===== config.mk =====
export PLATFORM = sky130hd
export DESIGN_NAME = oam_dma_flat
export DESIGN_NICKNAME = d
export VERILOG_FILES = /design/src/rtl/oam_dma_if.sv /design/src/rtl/oam_dma.sv /design/src/flat_wrapper.sv
export SDC_FILE = /design/constraint.sdc
export NUM_CORES = 1
export LEC_CHECK = 0
export BUFFER_PORTS_ARGS = -buffer_cell sky130_fd_sc_hd__buf_2
export CELL_PAD_IN_SITES_DETAIL_PLACEMENT = 1
export CELL_PAD_IN_SITES_GLOBAL_PLACEMENT = 1
export CORE_MARGIN = 8
export CORE_UTILIZATION = 34
export CTS_BUF_LIST = sky130_fd_sc_hd__clkbuf_8 sky130_fd_sc_hd__clkbuf_16
export DETAILED_ROUTE_END_ITERATION = 10
export PLACE_DENSITY_LB_ADDON = 0.1
export SKIP_CTS_REPAIR_TIMING = 1
export SLEW_MARGIN = 10
export SYNTH_ARGS = -nofsm -noshare
export SYNTH_HDL_FRONTEND = slang
export SYNTH_SLANG_ARGS = --single-unit
export TNS_END_PERCENT = 20

===== constraint.sdc =====
create_clock -name CLK -period 2.3 [get_ports CLK]
set_input_delay 0.23 -clock CLK [delete_from_list [all_inputs] [get_ports CLK]]
set_output_delay 0.23 -clock CLK [all_outputs]
set_load 0.1 [all_outputs]

===== src/rtl/oam_dma_if.sv =====
// rtl/oam_dma_if.sv - CPU trigger, cpu_memory DMA read port and PPU OAM write port bundle
interface oam_dma_if;
    // CPU side: write strobe, address and data of the current CPU cycle
    logic        cpu_w;
    logic [15:0] cpu_address;
    logic [7:0]  cpu_data;

    // cpu_memory dedicated DMA read port (combinational read data)
    logic [15:0] mem_address;
    logic        mem_r;
    logic [7:0]  mem_data;

    // PPU OAM write port
    logic        oam_w;
    logic [7:0]  oam_address;
    logic [7:0]  oam_data;

    // Status toward the CPU core and the rest of the system
    logic        cpu_halt;
    logic        busy;
    logic        done;

    // The DMA engine side
    modport master (
        input  cpu_w,
        input  cpu_address,
        input  cpu_data,
        input  mem_data,
        output mem_address,
        output mem_r,
        output oam_w,
        output oam_address,
        output oam_data,
        output cpu_halt,
        output busy,
        output done
    );

    // The system side: CPU, cpu_memory and OAM
    modport slave (
        output cpu_w,
        output cpu_address,
        output cpu_data,
        output mem_data,
        input  mem_address,
        input  mem_r,
        input  oam_w,
        input  oam_address,
        input  oam_data,
        input  cpu_halt,
        input  busy,
        input  done
    );
endinterface


===== src/rtl/oam_dma.sv =====
// rtl/oam_dma.sv - NES $4014 sprite DMA engine copying one CPU page into PPU OAM
module oam_dma #(
    parameter logic [15:0] DMA_REG_ADDR = 16'h4014,
    parameter int          XFER_LEN     = 256
) (
    input  logic     CLK,
    input  logic     Reset,
    oam_dma_if.master bus
);

    // Index of the final byte; XFER_LEN is a power of two no larger than 256
    localparam logic [7:0] LAST_IDX = 8'(XFER_LEN - 1);

    typedef enum logic [2:0] {
        IDLE  = 3'd0,
        HALT  = 3'd1,
        ALIGN = 3'd2,
        READ  = 3'd3,
        WRITE = 3'd4,
        DONE  = 3'd5
    } state_t;

    state_t     state, state_next;
    logic [7:0] idx, idx_next;
    logic [7:0] page, page_next;
    logic [7:0] buffer, buffer_next;
    logic       parity;

    logic       trigger;

    // A CPU write to the DMA register; only honoured while idle
    assign trigger = bus.cpu_w && (bus.cpu_address == DMA_REG_ADDR);

    // Even/odd CPU cycle tracker, free-running outside reset
    always_ff @(posedge CLK or posedge Reset) begin
        if (Reset) begin
            parity <= 1'b0;
        end else begin
            parity <= ~parity;
        end
    end

    // State, byte index, source page and the byte in flight
    always_ff @(posedge CLK or posedge Reset) begin
        if (Reset) begin
            state  <= IDLE;
            idx    <= 8'd0;
            page   <= 8'd0;
            buffer <= 8'd0;
        end else begin
            state  <= state_next;
            idx    <= idx_next;
            page   <= page_next;
            buffer <= buffer_next;
        end
    end

    // Next-state logic: halt, optional odd-cycle alignment, then READ/WRITE pairs
    always_comb begin
        state_next  = state;
        idx_next    = idx;
        page_next   = page;
        buffer_next = buffer;
        unique case (state)
            IDLE: begin
                if (trigger) begin
                    page_next  = bus.cpu_data;
                    idx_next   = 8'd0;
                    state_next = HALT;
                end
            end
            HALT: begin
                // An odd halt cycle needs one extra dummy cycle before reads begin
                state_next = parity ? ALIGN : READ;
            end
            ALIGN: begin
                state_next = READ;
            end
            READ: begin
                buffer_next = bus.mem_data;
                state_next  = WRITE;
            end
            WRITE: begin
                if (idx == LAST_IDX) begin
                    state_next = DONE;
                end else begin
                    idx_next   = idx + 8'd1;
                    state_next = READ;
                end
            end
            DONE: begin
                state_next = IDLE;
            end
            default: begin
                state_next = IDLE;
            end
        endcase
    end

    // Output decode from registered state only, so no input reaches an output
    always_comb begin
        bus.mem_address = 16'h0000;
        bus.mem_r       = 1'b0;
        bus.oam_w       = 1'b0;
        bus.oam_address = 8'h00;
        bus.oam_data    = 8'h00;
        bus.cpu_halt    = 1'b0;
        bus.busy        = 1'b0;
        bus.done        = 1'b0;
        unique case (state)
            IDLE: begin
            end
            HALT, ALIGN: begin
                bus.cpu_halt = 1'b1;
                bus.busy     = 1'b1;
            end
            READ: begin
                bus.cpu_halt    = 1'b1;
                bus.busy        = 1'b1;
                bus.mem_r       = 1'b1;
                bus.mem_address = {page, idx};
            end
            WRITE: begin
                bus.cpu_halt    = 1'b1;
                bus.busy        = 1'b1;
                bus.oam_w       = 1'b1;
                bus.oam_address = idx;
                bus.oam_data    = buffer;
            end
            DONE: begin
                bus.busy = 1'b1;
                bus.done = 1'b1;
            end
            default: begin
            end
        endcase
    end

endmodule


===== src/flat_wrapper.sv =====
// flat-port wrapper written by rule: the top's interface ports become plain ports
module oam_dma_flat 
#(
    parameter logic [15:0] DMA_REG_ADDR = 16'h4014,
    parameter int          XFER_LEN     = 256
)
  (CLK, Reset, bus_cpu_w, bus_cpu_address, bus_cpu_data, bus_mem_data, bus_mem_address, bus_mem_r, bus_oam_w, bus_oam_address, bus_oam_data, bus_cpu_halt, bus_busy, bus_done);
  oam_dma_if bus_i ();
  input  logic CLK;
  input  logic Reset;
  input wire logic [$bits(bus_i.cpu_w)-1:0] bus_cpu_w;
  input wire logic [$bits(bus_i.cpu_address)-1:0] bus_cpu_address;
  input wire logic [$bits(bus_i.cpu_data)-1:0] bus_cpu_data;
  input wire logic [$bits(bus_i.mem_data)-1:0] bus_mem_data;
  output wire logic [$bits(bus_i.mem_address)-1:0] bus_mem_address;
  output wire logic [$bits(bus_i.mem_r)-1:0] bus_mem_r;
  output wire logic [$bits(bus_i.oam_w)-1:0] bus_oam_w;
  output wire logic [$bits(bus_i.oam_address)-1:0] bus_oam_address;
  output wire logic [$bits(bus_i.oam_data)-1:0] bus_oam_data;
  output wire logic [$bits(bus_i.cpu_halt)-1:0] bus_cpu_halt;
  output wire logic [$bits(bus_i.busy)-1:0] bus_busy;
  output wire logic [$bits(bus_i.done)-1:0] bus_done;
  assign bus_i.cpu_w = bus_cpu_w;
  assign bus_i.cpu_address = bus_cpu_address;
  assign bus_i.cpu_data = bus_cpu_data;
  assign bus_i.mem_data = bus_mem_data;
  assign bus_mem_address = bus_i.mem_address;
  assign bus_mem_r = bus_i.mem_r;
  assign bus_oam_w = bus_i.oam_w;
  assign bus_oam_address = bus_i.oam_address;
  assign bus_oam_data = bus_i.oam_data;
  assign bus_cpu_halt = bus_i.cpu_halt;
  assign bus_busy = bus_i.busy;
  assign bus_done = bus_i.done;
  oam_dma #(.DMA_REG_ADDR(DMA_REG_ADDR), .XFER_LEN(XFER_LEN)) u_core (.CLK(CLK), .Reset(Reset), .bus(bus_i));
endmodule

==> metrics.md, run 1 <==
| Metric | Value |
|---|---|
| Status | `complete, no violations` |
| Pwr per Cell Area | `1295 mW/mm^2` |
| CTS Sinks | `28` |
| Synth-to-layout area growth | `57.77%` |
| Gate power share | `0.651` |
| Synth Warn # | `0` |
| Worst R2R Path Depth | `3` |
| Initial Util | `0.3517` |
| CTS max path bufs | `2` |
| Distinct cells, synth | `41` |
| Maximum VDD drop | `0.4424 mV` |
| Final hold violation count | `0` |
| Clk_skew | `2.273 ps` |
| Die Wd | `85.67 um` |
| Post-synth net total | `202` |
| Vias in the first global route | `1658` |
| Max-cap violation count | `0` |
| Cells after Synth | `166` |
| Worst slew pin tran | `551.8 ps` |
| Placed cells | `285` |
| Initial antenna violation count | `0` |
| Seq/Total Area, Yosys | `0.4246` |
| CP Launch Type | `flop` |
| GRT overflow | `0` |
| Global-route wire length before repair | `8.424 mm` |
| R2r endpoint | `u_core.page[3]` |
| CTS buffer count | `3` |
| Fin crit period | `2122 ps` |
| Commonest non-fill, non-tap cell in the layout | `buf_2` |
| Worst setup margin | `177.6 ps` |
| Core Rows | `25` |
| Finish-stage setup viols | `0` |
| Final Max Tran Viols | `0` |
| Die Y | `85.67 um` |
| Switch Pwr | `1.817 mW` |
| Worst Setup SP | `u_core.state[1]` |
| WP data arrival | `1890 ps` |
| Reg power frac | `0.260` |
| Clock transition at path regs | `90 ps` |
| Root Buffer | `clkbuf_8` |
| WL/cell | `17.09 um` |
| Worst r2r src | `u_core.state[2]` |
| Critical path peak fanout | `22` |
| Largest net degree at the start of global routing | `29` |
| CORE AREA | `0.004692 mm^2` |
| Die footprint | `0.007339 mm^2` |
| Critical Path RT | `2070 ps` |
| Synthesized area | `0.001650 mm^2` |
| WL final | `4.940 mm` |
| Synth Flop Type | `dfrtp_1` |
| Routed Antenna Nets | `0` |
| RePlAce Congestion | `0.7618` |
| Initial DRC count | `65` |
| Worst setup path end | `bus_oam_address[6]` |
| Hpwl dp | `3.938 mm` |
| Post-Layout Cell Count | `289` |
| Hold Path Class | `input pin to async pin` |
| Ant. Diodes | `0` |
| Internal power | `1.556 mW` |
| Tcrit/Tclk final | `0.9228` |
| Post-synth EDFFs | `0` |
| Async set or reset register ratio after synthesis | `1.000` |
| H-tree levels | `1` |
| GR Util All Layers | `0.1409` |
| Power share of the clock group | `0.089` |
| Crit. End Element | `output port` |
| Yosys reg bits | `28` |
| Worst slack at placement | `382.3 ps` |
| Sw Share | `0.5387` |
| Pre-Repair DR Iteration Count | `4` |
| Total Nets Final | `272` |
| Port bufs | `71` |
| Vias/cell | `5.087` |
| Lkg Pwr | `1.236 nW` |
| RSZ-0062 raised after global routing | `false` |
| Vias | `1470` |
| # DRC | `0` |
| CTS tree | `built` |
| Reg2Reg Setup Slack | `460 ps` |
| Share of cells above drive strength 1 | `0.4553` |
| Worst skew pair latency | `270 ps` |
| Kind of critical path | `flop to output port` |
| Top-Level Pins | `72` |
| Mapped Avg Cell Area | `9.942 um^2` |
| Fmax | `471.2 MHz` |
| Relative slew slack | `0.6321` |
| Most frequent cells in the layout | `37 x buf_2, 34 x buf_12, 27 x dfrtp_1` |
-- state kept, by name, summed over array words and instances, names as in the netlist --
signal	count
u_core.buffer	8
u_core.idx	8
u_core.page	8
u_core.parity	1
u_core.state	3
-- how the worst min path moves through the flow --
stage	from	end	slack, ps	cells past startpoint
4_1_cts	Reset	u_core.buffer[6]	10	3
2_1_floorplan	Reset	u_core.buffer[0]	300	1
6_report	Reset	u_core.buffer[2]	8	3
3_3_place_gp	Reset	u_core.buffer[2]	310	3
5_1_grt	Reset	u_core.buffer[2]	50	3
3_5_place_dp	Reset	u_core.buffer[6]	320	3
-- cell type report --
class,instances,area (um^2)
tap,54,67.56
timing repair buffer,76,903.4
clock buffer,4,55.05
inverter,6,22.52
multi-input combinational,121,853.3
sequential,28,701.9
fill,524,2088
-- routing by layer --
metal / global-route usage / part of all wire / up-vias / routed length [um]
met5: 0 / 0 / - / 0
met4: 0.02866 / 0.0053 / 0 / 26
met3: 0.05922 / 0.090 / 2 / 444
met2: 0.2475 / 0.51 / 44 / 2523
met1: 0.1543 / 0.39 / 713 / 1945
li1: - / - / 711 / -
-- Yosys cell counts, types with 2 or more instances --
cell / instances / share of area
nor2b_1: 3 / 0.011
nor3_1: 4 / 0.012
nand3_1: 5 / 0.015
nor4_2: 2 / 0.015
mux2i_1: 2 / 0.012
nor2_1: 9 / 0.020
or3_4: 2 / 0.014
mux2_4: 3 / 0.027
and3_1: 17 / 0.064
inv_1: 5 / 0.011
clkbuf_1: 4 / 0.0091
xnor2_1: 2 / 0.011
and2_1: 18 / 0.068
or3_1: 2 / 0.0076
buf_6: 2 / 0.014
buf_2: 3 / 0.0091
nand4_1: 2 / 0.0076
o21ai_0: 7 / 0.021
a21oi_1: 2 / 0.0061
dfrtp_1: 28 / 0.42
o22ai_1: 2 / 0.0076
mux2_2: 13 / 0.089
nand2_1: 11 / 0.025
-- power groups by stage --
stage / clock network [mW] / logic, mW / registers, mW
after global routing: 0.338 / 2.31 / 0.917
after floorplan: 0 / 1.62 / 0.772
final: 0.299 / 2.20 / 0.878
after detailed placement: 0 / 2.21 / 0.886
after CTS: 0.312 / 2.22 / 0.879
after global placement: 0 / 2.17 / 0.868
-- cell families after synthesis --
| logic type | share of synthesized area |
|---|---|
| compound gates | 0.06141 |
| xor+xnor | 0.01062 |
| fa+ha+maj | 0.007580 |
| buf+inv | 0.05913 |
| flops | 0.4246 |
| mux | 0.1281 |
| simple gates | 0.3086 |
-- critical path: stages, from the launching register on --
cell,delay [ps]
dfrtp_1,460
or3b_1,430
inv_2,280
and2_1,250
buf_12,190
-- through the flow --
stage          power, mW  setup TNS, ps  cell area, um^2  hold slack [ps]  utilization
6_report           3.373              0             2604            7.815       0.5549
5_1_grt            3.566              0             2604            51.28       0.5549
4_1_cts            3.408              0             2603            14.74       0.5547
3_5_place_dp       3.096              0             2547            317.9       0.5429
3_3_place_gp       3.041              0             2547            314.6       0.5429
2_1_floorplan      2.391          -2080             1652            295.4            -
Power figures use the tool's default switching activity.
==> run 2: changes to the inputs <==
==> constraint.sdc (replaced) <==
create_clock -name CLK -period 2.3 [get_ports CLK]
set_input_delay 0 -clock CLK [delete_from_list [all_inputs] [get_ports CLK]]
set_output_delay 0 -clock CLK [all_outputs]
set_load 0.1 [all_outputs]
==> metrics.md, run 2 (synthesized netlist as in run 1, its figures left out) <==
| Metric | Value |
|---|---|
| Worst slack at placement | `345.2 ps (-37.05 ps)` |
| Commonest non-fill, non-tap cell in the layout | `buf_2` |
| Vias/cell | `5.089 (about the same)` |
| Vias in the first global route | `1676 (+1.1%)` |
| Tcrit/Tclk final | `0.9328 (+0.009974)` |
| Finish-stage setup viols | `0 (unchanged)` |
| Port bufs | `71 (unchanged)` |
| Reg2Reg Setup Slack | `320 ps (-140 ps)` |
| Clk_skew | `6.693 ps (+4.420 ps)` |
| Fin crit period | `2145 ps (+22.94 ps)` |
| Hpwl dp | `3.824 mm (-2.9%)` |
| Core Rows | `25 (unchanged)` |
| CP cell instances | `or3b_1 > inv_2 > buf_2` |
| Initial antenna violation count | `0 (unchanged)` |
| Critical Path RT | `2300 ps (+230 ps)` |
| Hold Crit Depth | `4` |
| Worst Setup SP | `u_core.state[2]` |
| Initial Util | `0.3517 (unchanged)` |
| Initial DRC count | `70 (+7.7%)` |
| Routed Antenna Nets | `0 (unchanged)` |
| CP Launch Type | `flop` |
| CP max-delay cell | `dfrtp_1` |
| Met3 usage in global routing | `0.04394 (-0.01528)` |
| Most frequent cells in the layout | `54 x buf_2, 28 x dfrtp_1, 18 x and2_1` |
| R2r endpoint | `u_core.idx[3]` |
| Top-Level Pins | `72 (unchanged)` |
| Final Max Tran Viols | `0 (unchanged)` |
| CTS buffer count | `3 (unchanged)` |
| Worst setup margin | `154.7 ps (-22.94 ps)` |
| Status | `complete, no violations` |
| WL final | `5.214 mm (+5.5%)` |
| CP max stage delay | `550 ps (+90 ps)` |
| RePlAce Congestion | `0.8194 (+7.6%)` |
| Total power | `3.327 mW (-1.3%)` |
| Worst slew pin tran | `533.9 ps (-17.91 ps)` |
| Busiest grt layer | `met2` |
| Root Buffer | `clkbuf_8` |
| Synth-to-layout area growth | `52.99%` |
| Global-route wire length before repair | `8.521 mm (+1.2%)` |
| RSZ-0062 raised after global routing | `false` |
| Share of cells above drive strength 1 | `0.4143 (-0.04098)` |
| Pwr per Cell Area | `1318 mW/mm^2 (+1.7%)` |
| Top flop regs | `u_core.buffer: 8 flops, u_core.idx: 8 flops, u_core.page: 8 flops` |
| Ant. Diodes | `0 (unchanged)` |
| WP data arrival | `2150 ps (+260 ps)` |
| Die footprint | `0.007339 mm^2 (unchanged)` |
| Fill cell count | `528 (+0.76%)` |
| H-tree levels | `1 (unchanged)` |
| Worst setup path end | `bus_oam_w` |
| Largest net degree at the start of global routing | `29 (unchanged)` |
| Relative slew slack | `0.6441 (+0.01194)` |
| Lkg Pwr | `1.262 nW (+2.1%)` |
| Worst r2r src | `u_core.state[2]` |
| Crit. End Element | `output port` |
| CTS tree | `built` |
| GR Util All Layers | `0.1419 (+0.0009467)` |
| Kind of critical path | `flop to output port` |
| GRT overflow | `0 (unchanged)` |
| Worst skew pair latency | `270 ps (about the same)` |
| CTS max path bufs | `2 (unchanged)` |
| Maximum VDD drop | `0.6210 mV (+40%)` |
| Worst R2R Path Depth | `5 (+2)` |
| Total Nets Final | `288 (+5.9%)` |
| Die Y | `85.67 um (unchanged)` |
| WL/cell | `17.10 um (about the same)` |
| Final hold violation count | `0 (unchanged)` |
| # DRC | `0 (unchanged)` |
| Fmax | `466.1 MHz (-1.1%)` |
| GRT met2 Usage | `0.2370 (-0.01058)` |
| Critical path peak fanout | `22 (unchanged)` |
| Clock transition at path regs | `90 ps (about the same)` |
| CTS Sinks | `28 (unchanged)` |
| Hold Path Class | `input pin to flop` |
| Max-cap violation count | `0 (unchanged)` |
| CORE AREA | `0.004692 mm^2 (unchanged)` |
| Vias | `1552 (+5.6%)` |
| Met1 global-route usage | `0.1724 (+0.01803)` |
| Pre-Repair DR Iteration Count | `4 (unchanged)` |
| Die Wd | `85.67 um (unchanged)` |
## run 2: metal layers
layer | up-vias | wire, um
met3 | 2 | 351
met1 | 757 | 2219
li1 | 743 | -
met5 | - | 0
met2 | 50 | 2628
met4 | 0 | 14
## run 2: how the worst min path moves through the flow
| stage | endpoint | slack [ps] | from |
|---|---|---|---|
| 3_3_place_gp | u_core.buffer[2] | 80 | Reset |
| 3_5_place_dp | u_core.buffer[2] | 80 | Reset |
| 2_1_floorplan | u_core.buffer[0] | 70 | Reset |
| 4_1_cts | u_core.buffer[2] | -230 | Reset |
| 6_report | u_core.idx[0] | 120 | bus_cpu_address[3] |
| 5_1_grt | u_core.idx[0] | 150 | bus_cpu_address[3] |
## run 2: report_power, final
part / switching, mW / internal (mW) / total [mW]
logic: 1.44 / 0.600 / 2.04
clock network: 0.152 / 0.233 / 0.385
registers: 0.240 / 0.662 / 0.902
## run 2: layout make-up
cell class	count	area, um^2	area share
multi-input cells	121	852.1	0.3375
repair buffers	92	810.8	0.3211
flip-flops and latches	28	700.7	0.2775
well taps	54	67.56	0.02676
clock buffers	3	41.29	0.01635
clock inverters	1	30.03	0.01189
inverters	6	22.52	0.008920
## run 2: stage by stage
stage	std cells	util	hold WS [ps]	setup TNS, ps	instance area (um^2)
3_5_place_dp	284	0.4867	84.27	0	2283
3_3_place_gp	284	0.4867	79.83	0	2283
2_1_floorplan	166	-	65.41	-468.3	1650
5_1_grt	305	0.5381	150.3	0	2525
6_report	305	0.5381	121.1	0	2525
4_1_cts	288	0.5019	-225.4	0	2355
## run 2: critical path: cells and delay by family (launching register included)
kind	cells	cell delay, ps
DFF	1	550
and+or+nand+nor	1	520
buffers and inverters	2	800
